### config.mk
export PLATFORM = sky130hd
export DESIGN_NAME = hazard_scoreboard
export DESIGN_NICKNAME = d
export VERILOG_FILES = /design/src/rtl/hazard_pkg.sv /design/src/rtl/pend_counter.sv /design/src/rtl/hazard_scoreboard.sv
export SDC_FILE = /design/constraint.sdc
export NUM_CORES = 1
export LEC_CHECK = 0
export CORE_MARGIN = 8
export CORE_UTILIZATION = 55
export CTS_CLUSTER_SIZE = 20
export DETAILED_ROUTE_END_ITERATION = 8
export PLACE_DENSITY = 0.86
export SYNTH_ARGS = -nofsm -noshare
export SYNTH_HDL_FRONTEND = slang
export SYNTH_SLANG_ARGS = --single-unit
### constraint.sdc
create_clock -name clk -period 2.7 [get_ports clk]
set_input_delay 0.54 -clock clk [delete_from_list [all_inputs] [get_ports clk]]
set_output_delay 0.54 -clock clk [all_outputs]
set_load 0.01 [all_outputs]
### src/rtl/hazard_pkg.sv
// Shared definitions for the load-use hazard scoreboard.
//   hz_state_e   : stall FSM states
//   PEND_W       : width of each per-register pending countdown
//   LOAD_LAT_MIN / LOAD_LAT_MAX : supported range of the load latency parameter
package hazard_pkg;

  localparam int unsigned PEND_W       = 2;
  localparam int unsigned LOAD_LAT_MIN = 1;
  localparam int unsigned LOAD_LAT_MAX = 3;

  typedef enum logic [0:0] {
    HZ_RUN,
    HZ_STALL
  } hz_state_e;

endpackage

### src/rtl/pend_counter.sv
// One per-register pending countdown for the hazard scoreboard.
// Ports:
//   clk, rst_n : clock, asynchronous active-low reset
//   set        : a load targeting this register issues; reload SET_VAL
//   clr        : the load in EX targeting this register is flushed; force 0
//   cnt        : current countdown value (nonzero = result not yet forwardable)
// Priority: clr > set > decrement-toward-zero.
module pend_counter
  import hazard_pkg::*;
#(
  parameter logic [PEND_W-1:0] SET_VAL = 2'd1
) (
  input  logic              clk,
  input  logic              rst_n,
  input  logic              set,
  input  logic              clr,
  output logic [PEND_W-1:0] cnt
);

  always_ff @(posedge clk or negedge rst_n) begin
    if (!rst_n) begin
      cnt <= '0;
    end else if (clr) begin
      cnt <= '0;
    end else if (set) begin
      cnt <= SET_VAL;
    end else if (cnt != '0) begin
      cnt <= cnt - 1'b1;
    end
  end

endmodule

### src/rtl/hazard_scoreboard.sv
// Load-use hazard controller. Records the destination of each load as it leaves ID,
// stalls ID while a consumer reads a register whose load result is not yet forwardable,
// and flags the bubble that the stall (or a branch flush) leaves in EX.
// Ports:
//   clk, rst_n                 : clock, asynchronous active-low reset
//   id_valid                   : ID holds a real instruction
//   id_rs, id_rt               : source register addresses
//   id_use_rs, id_use_rt       : matching source is actually read
//   id_rd, id_rw               : destination register and its write enable
//   id_is_load                 : ID instruction is a load
//   ex_flush                   : taken branch in EX, squashes ID and EX
//   id_stall                   : combinational; hold PC and IF/ID
//   ex_bubble                  : registered; EX holds an inserted bubble
//   stall_busy                 : registered; FSM is in HZ_STALL
//   stall_cnt                  : saturating stall-cycle counter
// Build option: define HAZARD_PERF_EN to include the stall-cycle counter; otherwise
// stall_cnt is tied to 0.
module hazard_scoreboard
  import hazard_pkg::*;
#(
  parameter int unsigned NREG     = 16,
  parameter int unsigned AW       = 4,
  parameter int unsigned LOAD_LAT = 1
) (
  input  logic          clk,
  input  logic          rst_n,
  input  logic          id_valid,
  input  logic [AW-1:0] id_rs,
  input  logic [AW-1:0] id_rt,
  input  logic          id_use_rs,
  input  logic          id_use_rt,
  input  logic [AW-1:0] id_rd,
  input  logic          id_rw,
  input  logic          id_is_load,
  input  logic          ex_flush,
  output logic          id_stall,
  output logic          ex_bubble,
  output logic          stall_busy,
  output logic [15:0]   stall_cnt
);

  // Out-of-range latencies are clamped into the supported window so the
  // countdown never wraps in its 2-bit field.
  localparam int unsigned LatEff = (LOAD_LAT < LOAD_LAT_MIN) ? LOAD_LAT_MIN :
                                   (LOAD_LAT > LOAD_LAT_MAX) ? LOAD_LAT_MAX : LOAD_LAT;
  localparam logic [PEND_W-1:0] LatVal = PEND_W'(LatEff);

  logic [PEND_W-1:0] pend [NREG];
  logic              issue;
  logic              ld_issue;
  logic              ex_ld_v;
  logic [AW-1:0]     ex_ld_rd;
  hz_state_e         state;

  assign id_stall = id_valid & ~ex_flush &
                    ((id_use_rs & (pend[id_rs] != '0)) |
                     (id_use_rt & (pend[id_rt] != '0)));

  assign issue    = id_valid & ~id_stall & ~ex_flush;
  assign ld_issue = issue & id_is_load & id_rw;

  for (genvar r = 0; r < NREG; r++) begin : g_pend
    pend_counter #(
      .SET_VAL(LatVal)
    ) u_pend (
      .clk(clk),
      .rst_n(rst_n),
      .set(ld_issue & (id_rd == AW'(r))),
      // Only the load sitting in EX can be squashed; older loads have left.
      .clr(ex_flush & ex_ld_v & (ex_ld_rd == AW'(r))),
      .cnt(pend[r])
    );
  end

  // Shadow of the load now in EX; empty whenever nothing issued (stall, flush, non-load).
  always_ff @(posedge clk or negedge rst_n) begin
    if (!rst_n) begin
      ex_ld_v  <= 1'b0;
      ex_ld_rd <= '0;
    end else begin
      ex_ld_v  <= ld_issue;
      ex_ld_rd <= id_rd;
    end
  end

  always_ff @(posedge clk or negedge rst_n) begin
    if (!rst_n) begin
      state      <= HZ_RUN;
      stall_busy <= 1'b0;
      ex_bubble  <= 1'b0;
    end else begin
      case (state)
        HZ_RUN: begin
          if (id_stall) begin
            state      <= HZ_STALL;
            stall_busy <= 1'b1;
          end else begin
            stall_busy <= 1'b0;
          end
        end
        HZ_STALL: begin
          if (!id_stall) begin
            state      <= HZ_RUN;
            stall_busy <= 1'b0;
          end else begin
            stall_busy <= 1'b1;
          end
        end
        default: begin
          state      <= HZ_RUN;
          stall_busy <= 1'b0;
        end
      endcase
      // Nothing issues into EX on a stall or flush cycle.
      ex_bubble <= id_stall | ex_flush;
    end
  end

`ifdef HAZARD_PERF_EN
  logic [15:0] cnt_q;

  always_ff @(posedge clk or negedge rst_n) begin
    if (!rst_n) begin
      cnt_q <= '0;
    end else if (id_stall && (cnt_q != 16'hFFFF)) begin
      cnt_q <= cnt_q + 16'd1;
    end
  end

  assign stall_cnt = cnt_q;
`else
  assign stall_cnt = '0;
`endif

endmodule

==> results.toml <==
[clock_tree]
clk_pin_slew_ns = 0.07
cts_buffers = 5
cts_tree = "yes"
cts_max_path_buffers = 2
cts.htree.levels = 2
cts-root-buf = "clkbuf_8"
worstSkewPairLatency_ns = 0.30
clock_sinks = 39
cts_hold_buf = 0

[run]
drv_cap = 0

[detailed_routing]
ant_nets = 0
avgViaCountPerCell = 5.54
met2WireLength_microns = 3500
route.detailed.drc = 0
wirelength_microns = 7230
first_iter_violations = 185
drt-pass1-iter-count = 5
highest-signal-layer = "met4"
vias = 2416
route.met3.wl_microns = 411
wire_per_inst_microns = 16.6
wl_met1_microns = 3120

[outcome]
status = "finished, final reports clean"

[sta]
fin_tns_setup_ns = 0
setup_viol = 0
period_share = 0.967
tightestPinTransition_ns = 0.916
max_clock_freq_mhz = 383
period_minus_slack_ns = 2.61
slew_viol_final = 0
slew_headroom = 0.389
fin_ws_ns = 0.0889
finalClockSkew_ns = 0.00999
rsz0062_at_grt = "yes"
hold_viol = 0

[cells_and_area]
antennaDiodeCount = 0
final_cells = 436
layout.cells.most_common = "dfrtp_1"
multi_input_area_sq_um = 1630
fin_nets = 401
final_cell_mix = "39 x dfrtp_1, 36 x o21ai_0, 35 x inv_1, 32 x nand2_1, 27 x buf_4"
seqCellArea_sq_um = 976
fillers = 430
area_growth_pct = 18.7
drive_gt1_frac = 0.189

[floorplanning]
fp.dieH_microns = 87.7
io_pins = 39
start_util = 0.561
die_width_microns = 87.7
die_area_sq_um = 7690
core_area_sq_um = 5040
rows = 26

[synth]
netlist_instances = 319
synth_edf_count = 0
avgSynthCellArea_sq_um = 8.87
synth-async-reset-ratio = 1.00
synth_warnings = 0
netlist_area_sq_um = 2830
synth.distinct_cells = 49
ys.flop_type = "dfrtp_1"
synth-seq-cells = 39
ys_seq_area_frac = 0.345

[pwr]
ir_drop_v = 0.000594
seqPwrFrac = 0.303
pwr_density_cell_nw_per_um2 = 1090
p_switching_w = 0.00149
p_leak_nw = 1.50
pwr-share-clk = 0.140
p_sw_frac = 0.409
p_comb_frac = 0.557
intPower_w = 0.00216

[setup_path]
r2r_end = "ex_bubble"
cp_slowest_cell = "clkdlybuf4s50_1"
worst-path-buf-inv = 2
crit_type = "in -> out"
crit_path_max_fanout = 5
path_cells = "clkdlybuf4s50_1 -> nor4b_1 -> nor3_2 -> a21oi_4 -> nor3b_2 -> buf_2"
r2r_start = "g_pend[12].u_pend.cnt[1]"
crit_required_ns = 2.16
worstSetupEndpoint = "id_stall"
slowest_delay_ns = 0.63
reg2reg_depth = 7
cp-end-kind = "primary output"
rrSetupSlack_ns = 0.53
worstPathArrival_ns = 2.07
crit_path_start = "id_rt[1]"
cpLargestDelayFamily = "buffers and inverters"
crit_cells = 6
start_kind = "input port"

[grt]
grt_pass1_wl_microns = 11900
grtUsageTotal = 0.198
grt_overflow = 0
grt_pass1_vias = 2431
antenna_found_initial = 0
grt_max_degree = 40

[place]
port-buffer-count = 22
pre_cts_slack_ns = -0.696
placed_cells = 423
post-dp-hpwl_microns = 5280
place_congestion = 0.875

[hold_path]
hold_path.class = "in -> async"
-- kinds of logic (layout without fill, tap and decap cells) --
kind of cell | count (synthesis) | in the layout | synth area share
adder cells (fa/ha/maj) | 16 | 16 | 0.0708
other | 1 | 16 | 0.00133
buffers and inverters | 62 | 94 | 0.125
XOR/XNOR | 16 | 16 | 0.0495
AND/OR/NAND/NOR | 101 | 101 | 0.176
AO/OA/AOI/OAI | 79 | 79 | 0.192
multiplexers | 5 | 5 | 0.0411
flip-flops | 39 | 39 | 0.345
-- Yosys cell counts (3+ instances only) --
master / instances / area, sq um
and2_1: 3 / 18.8
nand2b_1: 3 / 18.8
nand3_1: 12 / 60.1
nand2_1: 32 / 120
a41oi_1: 6 / 52.6
mux4_2: 4 / 90.1
a21oi_1: 4 / 20.0
inv_1: 35 / 131
or3_1: 6 / 37.5
o21ai_0: 37 / 185
ha_1: 16 / 200
nor2b_1: 5 / 31.3
buf_4: 17 / 128
a31oi_1: 9 / 56.3
dfrtp_1: 39 / 976
buf_6: 3 / 33.8
o21a_1: 3 / 22.5
nor2_1: 20 / 75.1
o21ai_2: 7 / 61.3
xor2_1: 3 / 26.3
o22ai_2: 3 / 37.5
nor3_1: 8 / 40.0
xnor2_1: 13 / 114
-- worst min-delay path by stage --
stage	depth (start not counted)	start	slack (ns)	end
6_report	1	rst_n	0.38	g_pend[8].u_pend.cnt[0]
5_1_grt	1	rst_n	0.44	g_pend[12].u_pend.cnt[1]
4_1_cts	1	rst_n	0.39	g_pend[13].u_pend.cnt[1]
3_5_place_dp	3	g_pend[0].u_pend.cnt[0]	0.61	g_pend[0].u_pend.cnt[0]
3_3_place_gp	3	g_pend[0].u_pend.cnt[0]	0.59	g_pend[0].u_pend.cnt[0]
2_1_floorplan	0	rst_n	0.24	ex_bubble
-- per-stage QoR --
stage | power, W | util | hold WS (ns) | cell area, sq um
4_1_cts | 0.00356 | 0.653 | 0.387 | 3290
5_1_grt | 0.00398 | 0.666 | 0.438 | 3360
2_1_floorplan | 0.00254 | - | 0.244 | 2890
3_5_place_dp | 0.00301 | 0.626 | 0.608 | 3160
6_report | 0.00366 | 0.666 | 0.377 | 3360
3_3_place_gp | 0.00290 | 0.626 | 0.594 | 3160
-- power by group through the flow --
stage | sequential [W] | combinational, W | clock (W)
final | 0.00111 | 0.00204 | 0.000511
after global routing | 0.00115 | 0.00229 | 0.000549
after CTS | 0.00109 | 0.00195 | 0.000519
after detailed placement | 0.00111 | 0.00191 | 0
after global placement | 0.00109 | 0.00182 | 0
after floorplan | 0.00106 | 0.00148 | 0
-- cell type report --
| cell class | count | area share |
|---|---|---|
| Clock buffer | 6 | 0.0246 |
| Multi-Input combinational cell | 233 | 0.485 |
| Tap cell | 70 | 0.0261 |
| Clock inverter | 2 | 0.0104 |
| Timing Repair Buffer | 50 | 0.123 |
| Sequential cell | 39 | 0.291 |
| Inverter | 36 | 0.0402 |
-- metal layers --
metal  track usage  vias up
met2         0.328       89
met3        0.0432       17
li1              -     1167
met5             0        -
met4        0.0719        0
met1         0.246     1143
-- registers in the layout (all words and copies together), names as in the netlist --
| register | count |
|---|---|
| state | 1 |
| ex_ld_v | 1 |
| ex_ld_rd | 4 |
| ex_bubble | 1 |
| g_pend.u_pend.cnt | 32 |
-- repair_timing --
action,in CTS,in global routing
endpoints found under the hold margin,0,0
pin swaps,4,5
setup endpoints to repair,1,1
buffers inserted,0,5
resized for setup,18,13
No activity file was read; power rests on OpenSTA's default activity.
